File: src/rtl/snake_dir_ctrl.sv
// Snake direction controller: drains PS/2 scancodes, filters arrow keys
// into legal turns, buffers them and applies one per move_tick.
//
// Ports:
//   clk, rst            - clock, async active-low reset
//   kbd_data_ready      - receiver has a frame pending
//   kbd_scancode[7:0]   - frame scancode (8'h90..8'h93 are arrows)
//   kbd_released        - frame is a break code
//   kbd_err             - frame had a line/parity error
//   kbd_read            - one-cycle acknowledge to the receiver
//   move_tick           - one-cycle game step strobe
//   dir[1:0]            - heading: 0 right, 1 left, 2 up, 3 down
//   dir_changed         - pulse when dir is loaded from the buffer
//   paused              - game paused
//   fifo_count[3:0]     - buffered turns
//   drop_cnt[7:0]       - saturating error/overflow counter
module snake_dir_ctrl #(
    parameter int         FIFO_DEPTH = 4,
    parameter logic [7:0] CODE_PAUSE = 8'h29
) (
    input  logic       clk,
    input  logic       rst,
    input  logic       kbd_data_ready,
    input  logic [7:0] kbd_scancode,
    input  logic       kbd_released,
    input  logic       kbd_err,
    output logic       kbd_read,
    input  logic       move_tick,
    output logic [1:0] dir,
    output logic       dir_changed,
    output logic       paused,
    output logic [3:0] fifo_count,
    output logic [7:0] drop_cnt
);

    localparam int         PW    = (FIFO_DEPTH > 1) ? $clog2(FIFO_DEPTH) : 1;
    localparam logic [3:0] DEPTH = 4'(FIFO_DEPTH);

    localparam logic [1:0] S_IDLE = 2'd0;
    localparam logic [1:0] S_ACK  = 2'd1;
    localparam logic [1:0] S_WAIT = 2'd2;

    logic [1:0]    state_q, state_d;
    logic [7:0]    code_q, code_d;
    logic          rel_q, rel_d;
    logic          err_q, err_d;
    logic          kbd_read_q, kbd_read_d;
    logic [1:0]    dir_q, dir_d;
    logic          dir_changed_q, dir_changed_d;
    logic          paused_q, paused_d;
    logic [3:0]    count_q, count_d;
    logic [7:0]    drop_q, drop_d;
    logic [PW-1:0] wr_ptr_q, wr_ptr_d;
    logic [PW-1:0] rd_ptr_q, rd_ptr_d;
    logic [1:0]    mem_q [FIFO_DEPTH];
    logic [1:0]    mem_d [FIFO_DEPTH];

    logic          in_ack;
    logic          frame_ok;
    logic          is_pause;
    logic          is_arrow;
    logic [1:0]    cand;
    logic [PW-1:0] tail_idx;
    logic [1:0]    ref_dir;
    logic          legal;
    logic          full;
    logic          pop;
    logic          push;
    logic          ovf;
    logic          flush;

    // Handshake FSM and frame capture
    always_comb begin
        state_d    = state_q;
        code_d     = code_q;
        rel_d      = rel_q;
        err_d      = err_q;
        kbd_read_d = 1'b0;
        unique case (state_q)
            S_IDLE: begin
                if (kbd_data_ready) begin
                    state_d    = S_ACK;
                    code_d     = kbd_scancode;
                    rel_d      = kbd_released;
                    err_d      = kbd_err;
                    kbd_read_d = 1'b1;
                end
            end
            S_ACK: begin
                state_d = S_WAIT;
            end
            S_WAIT: begin
                if (!kbd_data_ready) begin
                    state_d = S_IDLE;
                end
            end
            default: begin
                state_d = S_IDLE;
            end
        endcase
    end

    // Frame decode; only meaningful during the ACK cycle
    always_comb begin
        in_ack   = (state_q == S_ACK);
        frame_ok = in_ack && !err_q && !rel_q;
        is_pause = frame_ok && (code_q == CODE_PAUSE);
        is_arrow = frame_ok && !is_pause && !paused_q
                   && (code_q[7:2] == 6'b100100);
        cand     = code_q[1:0];
        tail_idx = wr_ptr_q - PW'(1);
        // Turns are checked against the last queued heading, not the
        // current one, so a burst of keys forms a legal path.
        ref_dir  = (count_q != 4'd0) ? mem_q[tail_idx] : dir_q;
        // Opposite headings differ only in bit 0 (0/1, 2/3).
        legal    = is_arrow && (cand != ref_dir)
                   && (cand != (ref_dir ^ 2'b01));
        full     = (count_q == DEPTH);
        pop      = move_tick && !paused_q && (count_q != 4'd0);
        push     = legal && (!full || pop);
        ovf      = legal && full && !pop;
        flush    = is_pause && !paused_q;
    end

    // Turn buffer, heading, pause and drop counter
    always_comb begin
        mem_d         = mem_q;
        wr_ptr_d      = wr_ptr_q;
        rd_ptr_d      = rd_ptr_q;
        count_d       = count_q;
        dir_d         = dir_q;
        dir_changed_d = pop;
        paused_d      = paused_q;
        drop_d        = drop_q;

        if (push) begin
            mem_d[wr_ptr_q] = cand;
            wr_ptr_d        = wr_ptr_q + PW'(1);
        end
        if (pop) begin
            dir_d    = mem_q[rd_ptr_q];
            rd_ptr_d = rd_ptr_q + PW'(1);
        end
        if (push && !pop) begin
            count_d = count_q + 4'd1;
        end else if (pop && !push) begin
            count_d = count_q - 4'd1;
        end

        if (is_pause) begin
            paused_d = ~paused_q;
        end
        // Entering pause discards pending turns; a same-cycle pop still
        // lands in dir above.
        if (flush) begin
            wr_ptr_d = '0;
            rd_ptr_d = '0;
            count_d  = 4'd0;
        end

        if (((in_ack && err_q) || ovf) && (drop_q != 8'hFF)) begin
            drop_d = drop_q + 8'd1;
        end
    end

    always_ff @(posedge clk or negedge rst) begin
        if (!rst) begin
            state_q       <= S_IDLE;
            code_q        <= 8'h00;
            rel_q         <= 1'b0;
            err_q         <= 1'b0;
            kbd_read_q    <= 1'b0;
            dir_q         <= 2'd0;
            dir_changed_q <= 1'b0;
            paused_q      <= 1'b0;
            count_q       <= 4'd0;
            drop_q        <= 8'h00;
            wr_ptr_q      <= '0;
            rd_ptr_q      <= '0;
            for (int i = 0; i < FIFO_DEPTH; i++) begin
                mem_q[i] <= 2'd0;
            end
        end else begin
            state_q       <= state_d;
            code_q        <= code_d;
            rel_q         <= rel_d;
            err_q         <= err_d;
            kbd_read_q    <= kbd_read_d;
            dir_q         <= dir_d;
            dir_changed_q <= dir_changed_d;
            paused_q      <= paused_d;
            count_q       <= count_d;
            drop_q        <= drop_d;
            wr_ptr_q      <= wr_ptr_d;
            rd_ptr_q      <= rd_ptr_d;
            mem_q         <= mem_d;
        end
    end

    assign kbd_read    = kbd_read_q;
    assign dir         = dir_q;
    assign dir_changed = dir_changed_q;
    assign paused      = paused_q;
    assign fifo_count  = count_q;
    assign drop_cnt    = drop_q;

endmodule
File: config.mk
export PLATFORM = sky130hd
export DESIGN_NAME = snake_dir_ctrl
export DESIGN_NICKNAME = d
export VERILOG_FILES = /design/src/rtl/snake_dir_ctrl.sv
export SDC_FILE = /design/constraint.sdc
export NUM_CORES = 1
export LEC_CHECK = 0
export BUFFER_PORTS_ARGS = -buffer_cell sky130_fd_sc_hd__buf_4
export CORE_MARGIN = 5
export CORE_UTILIZATION = 45
export DETAILED_ROUTE_END_ITERATION = 7
export PLACE_DENSITY = 0.66
export SLEW_MARGIN = 20
export SYNTH_ARGS = -nofsm -noshare
export SYNTH_HDL_FRONTEND = slang
export SYNTH_SLANG_ARGS = --single-unit
export TNS_END_PERCENT = 50
File: constraint.sdc
create_clock -name clk -period 3.6 [get_ports clk]
set_input_delay 0.72 -clock clk [delete_from_list [all_inputs] [get_ports clk]]
set_output_delay 0.72 -clock clk [all_outputs]
set_load 0.02 [all_outputs]
; ---- After elaboration in Yosys (flattened, before gate mapping)
; Index checks and enable logic that the tools add are counted.
[word_totals]
out_inout_bits = 17
register_bits = 41
word_cells = 98
in_bits = 14
[classes]
n_lt_le_gt_ge = 4
n_bitwise = 5
n_eq_ne = 10
add_sub_neg = 6
reduce_logical = 35
n_mux = 22
[op_table]
columns = operator, n
row1 = two-way mux 2 bit, 12
row2 = logical AND 1 bit, 19
row3 = two-way mux 4 bit, 3
row4 = ">= comparator 3 bit, second input constant", 3
row5 = inverter 2 -> 3 bit, 3
row6 = "adder 8 x 1 -> 8 bit, second input constant", 1
row7 = binary-select mux 2 bit (select 2 bit), 2
row8 = bitwise mux 8 bit, 1
row9 = "equality test 8 x 6 -> 1 bit, second input constant", 1
row10 = "inequality test 8 bit, second input constant", 1
row11 = zero test 1 bit, 7
row12 = "equality test 6 bit, second input constant", 1
row13 = case mux 2 bit (3 select lines), 1
row14 = "adder 2 x 1 -> 2 bit, second input constant", 2
row15 = "adder 4 x 1 -> 4 bit, second input constant", 1
row16 = demux 2 bit (select 2 bit), 1
row17 = "equality test 4 x 3 -> 1 bit, second input constant", 1
row18 = inequality test 2 bit, 2
row19 = "inequality test 2 bit, second input constant", 2
row20 = AND reduction 2 bit, 2
row21 = nonzero test 2 bit, 2
row22 = nonzero test 4 bit, 1
row23 = "subtractor 4 x 1 -> 4 bit, second input constant", 1
row24 = "< comparator 3 x 1 -> 1 bit, second input constant", 1
row25 = 8 further kinds, 11

; ---- Logic depth before layout (Yosys ltp)
[depth]
depth_word = 16
ltp_mapped = 12
depth_no_buf = 11

; ---- Worst setup path after synthesis
; No wires, ideal clock.
[synth_timing]
kind = flip-flop to flip-flop
start = register wr_ptr_q[0]
end = register count_q[3] (netlist: fifo_count[3])
slack_ns = 0.531
synth_period_minus_slack_ns = 3.069
stages_incl_launch_ff = 13
required_ns = 3.521
arrival_time_ns = 2.990
path_cell_list = dfrtp_1 > inv_1 > ha_1 > mux4_2 > mux2i_1 > xor2_1 > or4_1 > buf_6 > ha_1 > a21o_1 > a21oi_1 > mux2i_1 > mux2i_1
[synth_via]
elab_chain_len = 13
word_cells_on_any_way = 18
classes_between = 1 x add/sub / 2 x eq/ne / 6 x mux / 2 x bitwise / 7 x reduce/logical
[synth_rtl]
columns = item, line
row1 = "start, declared", 53  ; logic [PW-1:0] wr_ptr_q, wr_ptr_d;
row2 = "start signal, assigned", 194  ; wr_ptr_q <= wr_ptr_d;
row3 = subtractor 2 x 1 -> 2 bit *, 111  ; tail_idx = wr_ptr_q - PW'(1);
row4 = inverter 2 -> 3 bit (not written as such) *, 114  ; ref_dir = (count_q != 4'd0) ? mem_q[tail_idx] : dir_q;
row5 = binary-select mux 2 bit (select 2 bit) *, 114
row6 = two-way mux 2 bit (not written as such) * (2 in a row), 114
row7 = two-way mux 2 bit *, 114
row8 = inequality test 2 bit or inverter 1 bit (tied branches), -
row9 = logical AND 1 bit or inequality test 2 bit (tied branches), "116, 117"
row10 = logical AND 1 bit *, 117  ; && (cand != (ref_dir ^ 2'b01));
row11 = logical AND 1 bit *, 120  ; push = legal && (!full || pop);
row12 = logical AND 1 bit or zero test 1 bit (tied branches), "144, 146"
row13 = two-way mux 4 bit or logical AND 1 bit (tied branches), "144, 146"
row14 = two-way mux 4 bit or nonzero test 3 bit (tied branches), -
row15 = "end signal, assigned", 192  ; count_q <= count_d;
row16 = "end, declared", 51  ; logic [3:0] count_q, count_d;
; Mark *: on every way between the ends. The rest lies on a longest branch, timed or not. The select of a mux whose other input is x is not followed.
; A chain may end at the register's enable or synchronous reset.

; ---- Worst setup path after layout
; Same ends and word-level chain as after synthesis.

==> results.rst <==
.. list-table::
   :header-rows: 1

   * - Metric
     - Value
   * - Total area of sequential cells
     - 0.00103 mm2
   * - Worst relative slew slack
     - 46.4%
   * - Synth Flop Type
     - sky130_fd_sc_hd__dfrtp_1
   * - Final TNS setup
     - 0 ps
   * - Starting utilization of the core area
     - between 40% and 50%
   * - Number of optimization iterations in the first detailed-route pass
     - 4
   * - Final Skew
     - 3.67 ps
   * - Pwr per Cell Area
     - 720 mW/mm2
   * - DP Worst Slack
     - 232 ps
   * - Cell count after synthesis
     - 158
   * - Actual slew at the worst max-slew pin
     - 798 ps
   * - Total clock sinks
     - 41
   * - Width of the chip
     - slightly below 80 um
   * - Final number of max-transition violations
     - 0
   * - Endpoint class of the critical path
     - flop
   * - Critical path peak fanout
     - 10
   * - Synthesis-to-finish area growth
     - 20.1%
   * - Wirelength, routed
     - 3910 um
   * - Final setup viols
     - 0
   * - Routed via count
     - approximately 1300
   * - Mapped Nets
     - 180
   * - Max clock buf depth
     - 2
   * - Async set-reset flop share out of synthesis
     - 100%
   * - Height of the die
     - 76.9 um
   * - Setup repair after global routing missed its margin
     - false
   * - Flop-to-flop setup slack
     - 350 ps
   * - Outcome
     - complete, no violations
   * - Number of enable-type register cells in the synthesized netlist
     - 0
   * - Number of filler cells placed in the layout
     - 373
   * - CP arrival
     - 3460 ps
   * - Via-to-Cell Ratio
     - 5.36
   * - Fraction of the yosys area taken by sequential cells
     - around 51%
   * - Antenna Violating Nets Remaining
     - 0
   * - Cells taking the most area after synthesis
     - sky130_fd_sc_hd__dfrtp_1 (51%), sky130_fd_sc_hd__mux2_2 (11%), sky130_fd_sc_hd__xor2_1 (4.8%)
   * - Path type of the worst min-delay path
     - input port to asynchronous set/reset pin
   * - Avg Inst Size Synth
     - 12.7 um2
   * - Ports
     - 31
   * - Core outline area
     - 0.00435 mm2
   * - Proportion of layout cells with a drive suffix above 1
     - 37.3%
   * - Final routed wire length divided by cell count
     - approximately 16 um
   * - Worst skew pair latency
     - 290 ps
   * - Required @ worst endpoint
     - 3820 ps
   * - Antenna violations before repair
     - 0
   * - DIE AREA
     - 0.00591 mm2
   * - Final WS setup
     - 354 ps
   * - Last weighted congestion value of the routability-driven placer
     - 0.787
   * - Final Hold Violating Endpoints
     - 0
   * - Fin crit period
     - between 3000 and 4000 ps
   * - Number of global-route vias before repair
     - 1463
   * - Wire length of the first global-routing pass
     - 6940 um
   * - Number of remaining DRC errors
     - 0
   * - Max-cap violations
     - 0
   * - VDD IR max
     - approximately 0.00038 V
   * - Global-route usage over all layers
     - ~14%
   * - Type of origin of the critical path
     - flop
   * - Area of combinational cells with multiple inputs
     - roughly 940 um2
   * - Cell row count
     - 24
   * - Number of inserted diodes
     - 0
   * - Largest area contributor in the netlist
     - sky130_fd_sc_hd__dfrtp_1
   * - CTS tree
     - built
   * - Top-area cell type share of the netlist area
     - 50.9%
   * - Leakage
     - 0.00115 uW
   * - H-tree level count
     - 2
   * - Clock Pin Slew Worst Setup and Hold Paths
     - 80 ps
   * - Netlist area before placement
     - 0.00201 mm2
   * - Detailed placement HPWL
     - 2970 um
   * - Root buffer selected by CTS
     - sky130_fd_sc_hd__clkbuf_8
   * - Highest achievable clock rate
     - between 300 and 400 MHz
   * - Maximum number of pins on one net before global-route repair
     - 42
   * - Number of buffers inserted during clock tree synthesis
     - 5
   * - Quantity of I/O buffers inserted on ports
     - 30
   * - Most frequently used cell type in the post-synthesis netlist
     - sky130_fd_sc_hd__dfrtp_1
   * - Flops & latches, synth
     - 41
   * - Final cycle utilization of the critical path
     - 90.2%
   * - Synth cell count leaders
     - sky130_fd_sc_hd__dfrtp_1 (41), sky130_fd_sc_hd__mux2_2 (20), sky130_fd_sc_hd__nand2_1 (11), sky130_fd_sc_hd__xor2_1 (11), sky130_fd_sc_hd__ha_1 (7)
   * - Class of the most critical setup path
     - flop to flop
   * - Number of DRC markers in iteration 0
     - 39
   * - Final #Nets
     - 214
   * - Leftover overflow at the end of global routing
     - 0
   * - Ys Warns
     - 0
   * - Synth cell types
     - 39
-- per-layer routing --
metal / track usage, % / wire length [um] / vias to the layer above
met5: 0 / 0 / -
met1: 18.0 / 1700 / 659
met4: 4.90 / 46 / 0
met3: 3.16 / 172 / 5
met2: 24.3 / 1990 / 26
li1: - / - / 624
-- where the power goes --
group	total [uW]	switching, uW	internal, uW
registers	765	167	598
clock network	435	160	275
logic	540	252	288
total	1740	579	1160
-- registers in the layout (all words and copies together) (netlist names) --
register and flops:
rel_q 1, code_q 8, fifo_count 4, paused 1, kbd_read 1, dir_changed 1, drop_cnt 8, dir 2
wr_ptr_q 2, err_q 1, state_q 2, mem_q 8, rd_ptr_q 2
-- area by class of cell --
type / count / area share [%]
Clock buffer: 5 / 2.85
Sequential cell: 41 / 42.4
Timing Repair Buffer: 31 / 9.62
Clock inverter: 3 / 2.69
Tap cell: 52 / 2.69
Inverter: 5 / 0.776
Multi-Input combinational cell: 108 / 39.0
-- cell usage in the layout (no fill, tap or decap), types with 3 or more instances in the layout --
cell,netlist,layout
sky130_fd_sc_hd__dfrtp_1,41,41
sky130_fd_sc_hd__buf_4,0,31
sky130_fd_sc_hd__mux2_2,20,20
sky130_fd_sc_hd__nand2_1,11,11
sky130_fd_sc_hd__xor2_1,11,11
sky130_fd_sc_hd__ha_1,7,7
sky130_fd_sc_hd__inv_1,5,5
sky130_fd_sc_hd__nor2_1,5,5
sky130_fd_sc_hd__nor4_1,5,5
sky130_fd_sc_hd__clkbuf_8,0,5
sky130_fd_sc_hd__mux2i_1,4,4
sky130_fd_sc_hd__nor3_1,4,4
sky130_fd_sc_hd__mux4_2,3,3
sky130_fd_sc_hd__nor3b_1,3,3
sky130_fd_sc_hd__a21oi_1,3,3
sky130_fd_sc_hd__xnor2_1,3,3
sky130_fd_sc_hd__nand3_1,3,3
-- worst max-delay path, stage by stage, from the launching register on --
cell,delay (ps)
sky130_fd_sc_hd__dfrtp_1,460
sky130_fd_sc_hd__inv_1,100
sky130_fd_sc_hd__ha_1,330
sky130_fd_sc_hd__mux4_2,300
sky130_fd_sc_hd__mux2i_1,250
sky130_fd_sc_hd__xor2_1,150
sky130_fd_sc_hd__or4_4,500
sky130_fd_sc_hd__ha_1,300
sky130_fd_sc_hd__a21o_1,170
sky130_fd_sc_hd__a21oi_1,160
sky130_fd_sc_hd__mux2i_1,230
sky130_fd_sc_hd__mux2i_1,210
-- repair_timing --
action,4_1_cts,5_1_grt
buffers inserted,0,0
resized for setup,0,1
hold buffers,0,0
setup endpoints to repair,0,1
hold endpoints to repair,0,0
-- through the flow --
stage / area [um2] / utilization (%) / total power, uW / instances / hold WS, ps
6_report: 2420 / 55.5 / 1740 / 245 / 391
4_1_cts: 2410 / 55.5 / 1760 / 245 / 414
2_1_floorplan: 2010 / - / 1130 / 158 / 424
3_5_place_dp: 2280 / 52.4 / 1320 / 237 / 476
5_1_grt: 2420 / 55.5 / 1860 / 245 / 448
3_3_place_gp: 2280 / 52.4 / 1290 / 237 / 453
-- worst paths after layout --
check,from,end,cells past startpoint
hold reg to reg,state_q[0]$_DFFE_PN0P_,state_q[0]$_DFFE_PN0P_,1
min in group clk,state_q[0]$_DFFE_PN0P_,state_q[0]$_DFFE_PN0P_,1
setup / recovery,wr_ptr_q[0]$_DFFE_PN0P_,fifo_count[3]$_DFFE_PN0P_,11
hold / removal,rst,rd_ptr_q[1]$_DFFE_PN0P_,1
setup reg to reg,wr_ptr_q[0]$_DFFE_PN0P_,fifo_count[3]$_DFFE_PN0P_,11
max in group asynchronous,rst,drop_cnt[3]$_DFFE_PN0P_,1
-- kinds of logic after synthesis --
logic type,after synthesis,synth area share (%)
fa+ha+maj,8,5.34
mux,28,17.3
simple gates,49,14.9
buf+inv,9,2.48
xor+xnor,14,6.09
flops,41,50.9
compound gates,9,2.98
(Power assumes the default switching activity.)
